$ cat config.mk
export PLATFORM = sky130hd
export DESIGN_NAME = instr_fetch_flat
export DESIGN_NICKNAME = d
export VERILOG_FILES = /design/src/rtl/fetch_pkg.sv /design/src/rtl/instr_fetch_if.sv /design/src/rtl/fetch_skid_buf.sv /design/src/rtl/instr_fetch.sv /design/src/flat_wrapper.sv
export SDC_FILE = /design/constraint.sdc
export NUM_CORES = 1
export LEC_CHECK = 0
export CORE_ASPECT_RATIO = 0.9
export CORE_MARGIN = 2
export CORE_UTILIZATION = 41
export DETAILED_ROUTE_END_ITERATION = 6
export GPL_TIMING_DRIVEN = 1
export PLACE_DENSITY = 0.7
export REMOVE_ABC_BUFFERS = 1
export SYNTH_ARGS = -nofsm -noshare
export SYNTH_HDL_FRONTEND = slang
export SYNTH_SLANG_ARGS = --single-unit
$ cat constraint.sdc
create_clock -name clk_i -period 3 [get_ports clk_i]
set_input_delay 0.75 -clock clk_i [delete_from_list [all_inputs] [get_ports clk_i]]
set_output_delay 0.75 -clock clk_i [all_outputs]
set_load 0.01 [all_outputs]
$ cat src/rtl/fetch_pkg.sv
// rtl/fetch_pkg.sv - shared types and helpers for the instruction fetch unit
package fetch_pkg;

    typedef enum logic {FETCH_RUN, FETCH_HALT} fetch_state_e;

    localparam int unsigned INSTR_BYTES = 4;

    typedef struct packed {
        logic [31:0] instr;
        logic [31:0] pc;
    } fetch_entry_t;

    // A fetchable PC is word aligned and inside the instruction memory.
    function automatic logic pc_fetchable(input logic [31:0] pc, input logic [31:0] mem_size);
        return (pc[1:0] == 2'b00) && (pc < mem_size);
    endfunction

endpackage

$ cat src/rtl/instr_fetch_if.sv
// rtl/instr_fetch_if.sv - memory, redirect and decode-side signals of the fetch unit
interface instr_fetch_if;

    logic [31:0] imem_pc_o;
    logic [31:0] imem_data_i;
    logic        redirect_i;
    logic [31:0] redirect_pc_i;
    logic        inst_valid_o;
    logic        inst_ready_i;
    logic [31:0] inst_o;
    logic [31:0] inst_pc_o;
    logic        fault_o;
    logic [31:0] fault_pc_o;

    modport master (
        output imem_pc_o, inst_valid_o, inst_o, inst_pc_o, fault_o, fault_pc_o,
        input  imem_data_i, redirect_i, redirect_pc_i, inst_ready_i
    );

    modport slave (
        input  imem_pc_o, inst_valid_o, inst_o, inst_pc_o, fault_o, fault_pc_o,
        output imem_data_i, redirect_i, redirect_pc_i, inst_ready_i
    );

endinterface

$ cat src/rtl/fetch_skid_buf.sv
// rtl/fetch_skid_buf.sv - two-entry (output + skid) valid/ready buffer with flush
module fetch_skid_buf
    import fetch_pkg::*;
(
    input  logic         clk_i,
    input  logic         rst_i,
    input  logic         flush_i,
    input  logic         in_valid_i,
    input  fetch_entry_t in_data_i,
    output logic         out_valid_o,
    output fetch_entry_t out_data_o,
    input  logic         out_ready_i,
    output logic         skid_valid_o
);

    fetch_entry_t skid_data_q;
    logic         out_free;

    assign out_free = !out_valid_o || out_ready_i;

    always_ff @(posedge clk_i) begin
        if (rst_i) begin
            out_valid_o  <= 1'b0;
            skid_valid_o <= 1'b0;
            out_data_o   <= '0;
            skid_data_q  <= '0;
        end else if (flush_i) begin
            out_valid_o  <= 1'b0;
            skid_valid_o <= 1'b0;
        end else if (out_free) begin
            // Skid entry is older than the incoming one, so it moves out first.
            if (skid_valid_o) begin
                out_data_o   <= skid_data_q;
                out_valid_o  <= 1'b1;
                skid_valid_o <= in_valid_i;
                if (in_valid_i) skid_data_q <= in_data_i;
            end else begin
                out_valid_o <= in_valid_i;
                if (in_valid_i) out_data_o <= in_data_i;
            end
        end else if (in_valid_i) begin
            skid_valid_o <= 1'b1;
            skid_data_q  <= in_data_i;
        end
    end

endmodule

$ cat src/rtl/instr_fetch.sv
// rtl/instr_fetch.sv - PC, request and fault control feeding the fetch skid buffer
module instr_fetch
    import fetch_pkg::*;
#(
    parameter logic [31:0] RESET_PC   = 32'h0000_0000,
    parameter int unsigned MEM_SIZE_B = 1024
) (
    input logic           clk_i,
    input logic           rst_i,
    instr_fetch_if.master bus
);

    logic [31:0]  pc_q;
    logic [31:0]  req_pc_q;
    logic         req_q;
    fetch_state_e state_q;
    logic         fault_q;
    logic [31:0]  fault_pc_q;

    logic         out_valid;
    logic         skid_valid;
    fetch_entry_t out_data;
    fetch_entry_t resp_entry;
    logic         xfer;
    logic [1:0]   held_next;
    logic         has_room;
    logic         pc_good;

    assign xfer    = out_valid && bus.inst_ready_i;
    assign pc_good = pc_fetchable(pc_q, 32'(MEM_SIZE_B));

    // Entries held after this edge; a new request is only safe if its
    // response will still find a free slot one cycle later.
    assign held_next = {1'b0, out_valid} + {1'b0, skid_valid} + {1'b0, req_q} - {1'b0, xfer};
    assign has_room  = held_next < 2'd2;

    assign resp_entry = '{instr: bus.imem_data_i, pc: req_pc_q};

    always_ff @(posedge clk_i) begin
        if (rst_i) begin
            pc_q       <= RESET_PC;
            req_q      <= 1'b0;
            req_pc_q   <= '0;
            state_q    <= FETCH_RUN;
            fault_q    <= 1'b0;
            fault_pc_q <= '0;
        end else if (bus.redirect_i) begin
            pc_q       <= bus.redirect_pc_i;
            req_q      <= 1'b0;
            state_q    <= FETCH_RUN;
            fault_q    <= 1'b0;
            fault_pc_q <= '0;
        end else if (state_q == FETCH_RUN && !pc_good) begin
            req_q      <= 1'b0;
            state_q    <= FETCH_HALT;
            fault_q    <= 1'b1;
            fault_pc_q <= pc_q;
        end else if (state_q == FETCH_RUN && has_room) begin
            req_q    <= 1'b1;
            req_pc_q <= pc_q;
            pc_q     <= pc_q + 32'(INSTR_BYTES);
        end else begin
            req_q <= 1'b0;
        end
    end

    fetch_skid_buf u_buf (
        .clk_i        (clk_i),
        .rst_i        (rst_i),
        .flush_i      (bus.redirect_i),
        .in_valid_i   (req_q),
        .in_data_i    (resp_entry),
        .out_valid_o  (out_valid),
        .out_data_o   (out_data),
        .out_ready_i  (bus.inst_ready_i),
        .skid_valid_o (skid_valid)
    );

    assign bus.imem_pc_o    = pc_q;
    assign bus.inst_valid_o = out_valid;
    assign bus.inst_o       = out_data.instr;
    assign bus.inst_pc_o    = out_data.pc;
    assign bus.fault_o      = fault_q;
    assign bus.fault_pc_o   = fault_pc_q;

endmodule
$ cat src/flat_wrapper.sv
// flat-port wrapper written by rule: the top's interface ports become plain ports
module instr_fetch_flat import fetch_pkg::*;
#(
    parameter logic [31:0] RESET_PC   = 32'h0000_0000,
    parameter int unsigned MEM_SIZE_B = 1024
)
  (clk_i, rst_i, bus_imem_pc_o, bus_inst_valid_o, bus_inst_o, bus_inst_pc_o, bus_fault_o, bus_fault_pc_o, bus_imem_data_i, bus_redirect_i, bus_redirect_pc_i, bus_inst_ready_i);
  instr_fetch_if bus_i ();
  input logic clk_i;
  input logic rst_i;
  output wire logic [$bits(bus_i.imem_pc_o)-1:0] bus_imem_pc_o;
  output wire logic [$bits(bus_i.inst_valid_o)-1:0] bus_inst_valid_o;
  output wire logic [$bits(bus_i.inst_o)-1:0] bus_inst_o;
  output wire logic [$bits(bus_i.inst_pc_o)-1:0] bus_inst_pc_o;
  output wire logic [$bits(bus_i.fault_o)-1:0] bus_fault_o;
  output wire logic [$bits(bus_i.fault_pc_o)-1:0] bus_fault_pc_o;
  input wire logic [$bits(bus_i.imem_data_i)-1:0] bus_imem_data_i;
  input wire logic [$bits(bus_i.redirect_i)-1:0] bus_redirect_i;
  input wire logic [$bits(bus_i.redirect_pc_i)-1:0] bus_redirect_pc_i;
  input wire logic [$bits(bus_i.inst_ready_i)-1:0] bus_inst_ready_i;
  assign bus_imem_pc_o = bus_i.imem_pc_o;
  assign bus_inst_valid_o = bus_i.inst_valid_o;
  assign bus_inst_o = bus_i.inst_o;
  assign bus_inst_pc_o = bus_i.inst_pc_o;
  assign bus_fault_o = bus_i.fault_o;
  assign bus_fault_pc_o = bus_i.fault_pc_o;
  assign bus_i.imem_data_i = bus_imem_data_i;
  assign bus_i.redirect_i = bus_redirect_i;
  assign bus_i.redirect_pc_i = bus_redirect_pc_i;
  assign bus_i.inst_ready_i = bus_inst_ready_i;
  instr_fetch #(.RESET_PC(RESET_PC), .MEM_SIZE_B(MEM_SIZE_B)) u_core (.clk_i(clk_i), .rst_i(rst_i), .bus(bus_i));
endmodule
## Word-level counts from Yosys, hierarchy flattened

Index checks and enable logic that the tools add are counted.

| operators by class | value |
|---|---|
| add/subtract/negate cells | 4 |
| $lt $le $gt $ge | 2 |
| eq/ne operators | 2 |
| mux-type cells | 13 |
| bitwise logic cells | 3 |
| reductions and logical operators | 17 |

Operators by type and width:

| cell | count |
|---|---|
| 64-bit 2-to-1 mux | 5 |
| 32-bit 2-to-1 mux | 3 |
| 32-bit by 3-bit adder with 32-bit output, second input constant | 1 |
| 32-bit by 11-bit < comparator with 1-bit output, second input constant | 1 |
| 3-bit AND reduction | 2 |
| 2-bit nonzero test | 3 |
| 1-bit 2-to-1 mux | 5 |
| 1-bit logical AND | 4 |
| 2-bit inequality test, second input constant | 2 |
| 2-bit AND reduction | 2 |
| 1-bit NOT | 3 |
| 3-bit OR reduction | 1 |
| 1-bit by 1-bit adder with 2-bit output | 1 |
| 2-bit by 1-bit adder with 2-bit output | 1 |
| 1-bit logical NOT | 2 |
| 2-bit logical NOT | 1 |
| 2-bit < comparator, second input constant | 1 |
| 2-bit OR reduction | 1 |
| 2-bit by 1-bit subtractor with 2-bit output | 1 |
| 1-bit logical OR | 1 |

| storage, ports and cells | value |
|---|---|
| register bits after elaboration | 228 |
| input bits | 68 |
| output and inout port bits | 130 |
| logic and storage cells | 52 |

## Logic depth before layout (Yosys ltp)

Gate-level depths: netlist of run 1.

| depth | value |
|---|---|
| depth after elaboration | 8 |
| mapped depth | 14 |
| gate-level depth less buffers | 9 |

## By module

From an unflattened synthesis of run 1, not the netlist that was laid out.

| second synthesis, totals | value |
|---|---|
| cells, all modules | 916 |
| area total of the unflattened synthesis | 9933.3 um^2 |

Modules (own cells, without submodules):

| module | instances | cells each | area an instance (um^2) | sequential area each (um^2) |
|---|---|---|---|---|
| fetch_skid_buf | 1 | 582 | 6183.4 | 2602.5 |
| instr_fetch | 1 | 334 | 3749.8 | 1961.9 |

## Worst setup path before layout of run 1

No wires, ideal clock.

| timing | value |
|---|---|
| path type | register to register |
| start | register u_core.u_buf.skid_valid_o |
| end | register u_core.req_pc_q[11] |
| library setup time | 0.113 ns |
| arrival | 2.686 ns |
| required time | 2.887 ns |
| path slack | 0.201 ns |
| cell stages (with the launch flop) | 15 |
| path buffers | 5 |
| clock period less this slack | 2.799 ns |
| cell sequence | dfxtp_1 -> clkbuf_1 -> buf_2 -> buf_2 -> inv_1 -> ha_1 -> inv_1 -> ha_1 -> a21oi_1 -> xnor2_2 -> nor4_2 -> buf_4 -> nor2_4 -> buf_6 -> and2_4 |

| on the way | value |
|---|---|
| word-level cells in the longest chain between the ends | 6 |

RTL lines:

| item | RTL line | RTL |
|---|---|---|
| start: declaration | fetch_skid_buf.sv:13 | `output logic skid_valid_o` |
| start signal: assignment | fetch_skid_buf.sv:35 | `skid_valid_o <= in_valid_i;` |
| 1-bit by 1-bit adder with 2-bit output | instr_fetch.sv:34 | `assign held_next = {1'b0, out_valid} + {1'b0, skid_valid} + {1'b0, req_q} - {1'b0, xfer};` |
| 2-bit by 1-bit adder with 2-bit output | instr_fetch.sv:34 |  |
| 2-bit by 1-bit subtractor with 2-bit output | instr_fetch.sv:34 |  |
| 2-bit < comparator | instr_fetch.sv:35 | `assign has_room = held_next < 2'd2;` |
| 1-bit logical AND | instr_fetch.sv:58 | `end else if (state_q == FETCH_RUN && has_room) begin` |
| 3-bit AND reduction (no line) | - |  |
| end signal: assignment | instr_fetch.sv:60 | `req_pc_q <= pc_q;` |
| end: declaration | instr_fetch.sv:14 | `logic [31:0] req_pc_q;` |

No other way between the ends.
A chain may end at the register's enable or synchronous reset.

## Final worst setup path of run 1

| timing | value |
|---|---|
| start | input bus_inst_ready_i |
| end | register u_core.pc_q[7] (netlist: u_core.bus.imem_pc_o[7]) |

| on the way | value |
|---|---|
| word-level cells in the longest chain between the ends | 6 |

RTL lines:

| item | RTL line | RTL |
|---|---|---|
| start: declaration | flat_wrapper.sv:20 | `input wire logic [$bits(bus_i.inst_ready_i)-1:0] bus_inst_ready_i;` |
| 1-bit logical AND | instr_fetch.sv:29 | `assign xfer = out_valid && bus.inst_ready_i;` |
| 2-bit by 1-bit subtractor with 2-bit output | instr_fetch.sv:34 |  |
| 2-bit < comparator | instr_fetch.sv:35 |  |
| 1-bit logical AND | instr_fetch.sv:58 |  |
| 2-bit nonzero test (no line) | - |  |
| 2-bit AND reduction (no line) | - |  |
| end signal: assignment | instr_fetch.sv:48 | `pc_q <= bus.redirect_pc_i;` |
| end signal: assignment | instr_fetch.sv:61 | `pc_q <= pc_q + 32'(INSTR_BYTES);` |
| end: declaration | instr_fetch.sv:13 | `logic [31:0] pc_q;` |

No other way between the ends.

==> metrics.txt, run 1 <==
flop2flop setup slack approximately 0.53 ns; initial antenna violation count 0; DR vias/cell just under 5; I/O Buffers slightly below 200; pwr dens between 500 and 600 mW/mm^2; via count between 6000 and 7000; Max Transition Viols Final 0; post-synthesis sequential area ratio 0.5230; Fill cells 1844; clock root cell clkbuf_16; final setup margin 0.3036 ns; drt pass-1 iters 4; Final ANT Viol Nets 0; Placeable Area between 0.02 and 0.025 sq mm; worst path required time approximately 3.4 ns; GRT overflow 0; worst skew pair latency ~0.50 ns; gpl congestion between 0.7 and 0.8; Initial Utilization 0.4189; first-pass GRT wire length around 33000 um; die area between 0.02 and 0.025 sq mm; post-cts sizing count 0; Hold Crit Class reg2reg; Critical Path AT just over 3 ns; Final setup violation count 0; Peak VDD IR 0.0005638 V; First DRT Iteration DRCs ~300; RSZ-0062 raised after global routing no; post-DP HPWL 13010 um; FF+latch count, synth between 200 and 250; Worst setup SP type input port; part of the cycle the worst path needs 0.8988; total power 6621 uW; Worst Setup Path Type in2reg; Die Ht 142.4 um; minimum clock period about 2.7 ns; synthesized cell area 0.008727 sq mm; R2R cell count 10; outcome finished clean; Clock Pin Slew Worst Setup and Hold Paths roughly 0.060 ns; TritonCTS clock tree done; reg2reg start u_core.u_buf.skid_valid_o; Hold Startpoint u_core.u_buf.skid_data_q[12]; hold endpoint u_core.u_buf.skid_data_q[12]; clock sinks about 230; leakage power approximately 0.004 uW; diode count 0; RR Endpoint u_core.bus.imem_pc_o[7]; number of flops mapped to enable cells by yosys 0; synthesis warning total 0; fraction of layout cells with a size suffix above 1 0.08834; TritonCTS buffer count 25; CTS H-tree lvls 1; Fmax roughly 370 MHz; Fin Clk Skew 0.006452 ns; CTS Hold Buffers Added 0; number of global-route vias before repair around 6400; worst slew pin tran ~1 ns; critical path fanouts, max 6; ys async rst share 0; Total Routing Usage GR 0.1803; Synth cell types 38; Area growth, synth to finish 35.24%; crit end category register; Max Cap Viol 0; Final Hold Vio Count 0; WHS ~0.45 ns; Nets roughly 1200; Hold Crit Depth 2; worst slack, placed -0.2475 ns; WL/cell approximately 15 um; worst-case clock buffer depth 3; dominant synthesized flop cell dfxtp_1; Setup Buffers After CTS 0; num ports 198; post-synthesis average cell area around 9.6 sq um; largest net degree at the start of global routing between 100 and 150; std cell rows 50; Syn Inst Count roughly 900; Slew HR 0.3333; DRC violations left 0; total wire length 20540 um; Die Span X roughly 160 um
Yosys cell counts, types with 4 or more instances:
cell | number | share of area
nor4_1 | 4 | 0.0029
and2_4 | 20 | 0.020
buf_2 | 14 | 0.0080
a21oi_1 | 67 | 0.038
and2_1 | 5 | 0.0036
nor4_4 | 5 | 0.012
dfxtp_1 | 228 | 0.52
buf_1 | 9 | 0.0039
clkbuf_1 | 40 | 0.017
a211oi_1 | 72 | 0.062
buf_4 | 4 | 0.0034
mux2i_1 | 127 | 0.15
nor2b_1 | 4 | 0.0029
nand2_1 | 131 | 0.056
inv_1 | 5 | 0.0022
nor2_1 | 140 | 0.060
xnor2_1 | 6 | 0.0060
where the power goes:
group          total (uW)  internal, uW  switching (uW)
clock network        3070          1890            1180
registers            3120          3070            55.3
logic                 427           232             195
area by class of cell:
type	instances	area [sq um]	area share
clock buffer	36	747.0	0.06329
clock inverter	8	92.59	0.007845
inverter	5	18.77	0.001590
multi-input combinational	609	3875	0.3283
sequential	228	4568	0.3870
tap	286	357.8	0.03032
timing repair buffer	212	2143	0.1816
cells in the final DEF, fill, tap and decap left out, types with 2 or more instances in the layout:
master and n:
clkbuf_8 8, clkbuf_16 25, nor4_1 4, and2_1 5
a21oi_1 67, nor4_4 6, nor2_1 140, buf_12 5
and4_1 2, nand4_1 2, mux2i_1 127, clkdlybuf4s50_1 195
dfxtp_1 227, bufinv_16 2, nor3_2 2, clkinv_2 5
nor2b_1 4, nand2_1 131, ha_1 3, inv_1 5
xnor2_1 6, a211oi_1 72, nand3_1 3, buf_4 10
clkbuf_1 3, and2_4 20
flip-flops by register name (all words and copies together), names as in the netlist:
register                   cells
u_core.bus.fault_pc_o         32
u_core.u_buf.out_data_o       64
u_core.u_buf.out_valid_o       1
u_core.req_q                   1
u_core.bus.imem_pc_o          32
u_core.u_buf.skid_valid_o      1
u_core.state_q                 1
u_core.req_pc_q               32
u_core.u_buf.skid_data_q      64
layer usage:
metal  part of all wire  vias to the layer above  routed length [um]  global-route usage
met5                  0                        -                   0                   0
met4              0.018                        0                 364             0.03876
met3              0.096                       29                1971             0.06821
met2               0.42                      194                8655              0.2753
met1               0.46                     3045                9552              0.2431
li1                   -                     3458                   -                   -
cell families (layout without fill, tap and decap cells):
logic type | Yosys count | in the layout | synth area share
AOI/OAI and AO/OA | 145 | 145 | 0.1052
xor gates and xnor gates | 7 | 7 | 0.007886
adders and majority gates | 3 | 3 | 0.004302
buffers and inverters | 74 | 261 | 0.03728
DFF | 228 | 228 | 0.5230
muxes | 127 | 127 | 0.1457
and+or+nand+nor | 327 | 327 | 0.1766
stage by stage:
step | utilization | cell area [sq um] | setup TNS, ns | std cells
3_3_place_gp | 0.5262 | 10960 | -6.362 | 1340
3_5_place_dp | 0.5262 | 10960 | -8.441 | 1340
4_1_cts | 0.5665 | 11800 | 0 | 1384
2_1_floorplan | - | 8421 | -626.10 | 842
5_1_grt | 0.5665 | 11800 | 0 | 1384
6_report | 0.5665 | 11800 | 0 | 1384
how the worst max path moves through the flow:
stage                                         start  depth (start not counted)                          to  slack (ns)
final                              bus_inst_ready_i                         11     u_core.bus.imem_pc_o[7]        0.30
after detailed placement           bus_inst_ready_i                         10         u_core.req_pc_q[25]       -0.25
after global routing               bus_inst_ready_i                         11     u_core.bus.imem_pc_o[6]        0.17
after CTS                          bus_inst_ready_i                         10         u_core.req_pc_q[25]        0.29
after global placement             bus_inst_ready_i                         10         u_core.req_pc_q[13]       -0.20
after floorplan           u_core.u_buf.skid_valid_o                          3  u_core.u_buf.out_data_o[0]       -6.59
worst max-delay path: stages:
cell	delay (ns)
clkdlybuf4s50_1	0.41
and2_1	0.16
ha_1	0.26
inv_1	0.04
ha_1	0.26
a21oi_1	0.24
xnor2_2	0.15
buf_4	0.18
nor4_1	0.32
xnor2_1	0.11
a211oi_1	0.22
Power figures use the tool's default switching activity.
==> inputs of run 2 (changes only) <==
--- a/config.mk
+++ b/config.mk
@@ -6,12 +6,13 @@
 export NUM_CORES = 1
 export LEC_CHECK = 0
 export CORE_ASPECT_RATIO = 0.9
-export CORE_MARGIN = 2
+export CORE_MARGIN = 8
 export CORE_UTILIZATION = 41
 export DETAILED_ROUTE_END_ITERATION = 6
 export GPL_TIMING_DRIVEN = 1
 export PLACE_DENSITY = 0.7
 export REMOVE_ABC_BUFFERS = 1
+export SKIP_LAST_GASP = 1
 export SYNTH_ARGS = -nofsm -noshare
 export SYNTH_HDL_FRONTEND = slang
 export SYNTH_SLANG_ARGS = --single-unit
==> metrics.txt, run 2 (synthesis gave the netlist of run 1 again) <==
DP Area ~0.011 sq mm; Worst setup SP type input port; via count about 7000; TritonCTS buffer count 24; Placeable Area roughly 0.021 sq mm; Slew HR 0.5201; DR vias/cell a little under 5; CTS H-tree lvls 1; First DRT Iteration DRCs around 440; Initial Utilization 0.4189; Hold Crit Class reg2reg; post-cts sizing count 0; largest net degree at the start of global routing approximately 120; gpl congestion about 0.74; clock sinks between 200 and 250; Fmax 359.6 MHz; largest registers u_core.u_buf.out_data_o (64), u_core.u_buf.skid_data_q (64); RR Endpoint u_core.bus.imem_pc_o[6]; Final ANT Viol Nets 0; I/O Buffers ~200; Hold Startpoint u_core.u_buf.skid_data_q[18]; initial antenna violation count 0; clock root cell clkbuf_16; commonest non-fill, non-tap cell in the layout dfxtp_1; fraction of layout cells with a size suffix above 1 0.08462; drt pass-1 iters 4; final setup margin roughly 0.22 ns; Final Hold Vio Count 0; flop2flop setup slack ~0.56 ns; Clock Pin Slew Worst Setup and Hold Paths around 0.06 ns; leakage power 0.003957 uW; WHS roughly 0.45 ns; std cell rows 50; worst slack, placed -0.3033 ns; Max Cap Viol 0; Fill cells 1841; Fin Clk Skew 0.01282 ns; Setup Buffers After CTS 0; WL/cell roughly 16 um; first-pass GRT wire length around 35000 um; num ports between 150 and 200; leading cell types in the layout, fill and taps excluded 227 x dfxtp_1, 195 x clkdlybuf4s50_1, 140 x nor2_1, 131 x nand2_1, 127 x mux2i_1; met3 wire length between 2000 and 3000 um; critical path fanouts, max 6; DRC violations left 0; Die Ht 154.4 um; top sig layer met4; TritonCTS clock tree done; part of the cycle the worst path needs 0.9270; Critical Path AT roughly 3.2 ns; final core occ 0.5665; Total Routing Usage GR 0.1630; GRT overflow 0; Die Span X ~170 um; wl on met1 slightly below 10000 um; setup TNS 0 ns; worst skew pair latency 0.51 ns; diode count 0; crit end category register; Peak VDD IR between 0.0004 and 0.0005 V; R2R cell count 10; die area ~0.026 sq mm; pwr dens 561.1 mW/mm^2; total wire length approximately 22000 um; worst slew pin tran 0.7198 ns; worst path required time approximately 3.4 ns; post-DP HPWL around 15000 um; Final setup violation count 0; number of global-route vias before repair 6692; Worst Setup Path Type in2reg; Nets roughly 1200; DR WL met2 9495 um; hold endpoint u_core.u_buf.skid_data_q[18]; minimum clock period between 2 and 3 ns; RSZ-0062 raised after global routing no; CTS Hold Buffers Added 0; reg2reg start u_core.u_buf.out_valid_o; Max Transition Viols Final 0; Hold Crit Depth 2; cell area after layout roughly 0.012 sq mm; Area growth, synth to finish 35.24%; worst-case clock buffer depth 3; outcome finished clean
run 2: changes by cell type in the layout (fill, tap and decap cells not counted), sizes merged:
cell      previous run  this run
buf                 17        19
clkinvlp             1         0
clkbuf              36        41
clkinv               5         0
run 2: worst max-delay path by stage:
stage	end	slack, ns	start	cells past startpoint
6_report	u_core.bus.imem_pc_o[6]	0.22	bus_inst_ready_i	11
5_1_grt	u_core.bus.imem_pc_o[6]	0.08	bus_inst_ready_i	11
4_1_cts	u_core.bus.imem_pc_o[6]	0.21	bus_inst_ready_i	11
3_5_place_dp	u_core.bus.imem_pc_o[6]	-0.30	bus_inst_ready_i	11
3_3_place_gp	u_core.req_pc_q[20]	-0.19	bus_inst_ready_i	10
2_1_floorplan	u_core.u_buf.out_data_o[0]	-6.59	u_core.u_buf.skid_valid_o	3
run 2: layout make-up:
class / count / area, sq um / area share
Clock inverter: 2 / 60.06 / 0.005089
Tap cell: 286 / 357.8 / 0.03032
Timing Repair Buffer: 214 / 2146 / 0.1818
Clock buffer: 41 / 777.0 / 0.06583
Inverter: 5 / 18.77 / 0.001590
Sequential cell: 228 / 4568 / 0.3870
Multi-Input combinational cell: 609 / 3875 / 0.3283
run 2: report_power, final:
group          switching [uW]  internal (uW)  leakage, uW
sequential               56.8           3070      0.00185
combinational             195            228      0.00170
clock                    1150           1920     0.000408
run 2: per-stage QoR:
stage	instances	total power, uW
global route	1385	6872
detailed placement	1342	3616
finish	1385	6623
floorplan	842	3344
CTS	1385	6722
global placement	1342	3613
run 2: critical path, stage by stage:
cell             delay, ns
clkdlybuf4s50_1       0.41
and2_1                0.16
ha_1                  0.27
inv_1                 0.04
ha_1                  0.27
a21oi_1               0.24
xnor2_2               0.16
buf_4                 0.19
nor4_1                0.31
xnor2_1               0.13
a211oi_1              0.26
run 2: routing by layer:
metal,GRT usage,vias to the layer above
met5,0,-
met4,0.02947,0
met3,0.07761,23
met2,0.2527,210
met1,0.2041,3142
li1,-,3449
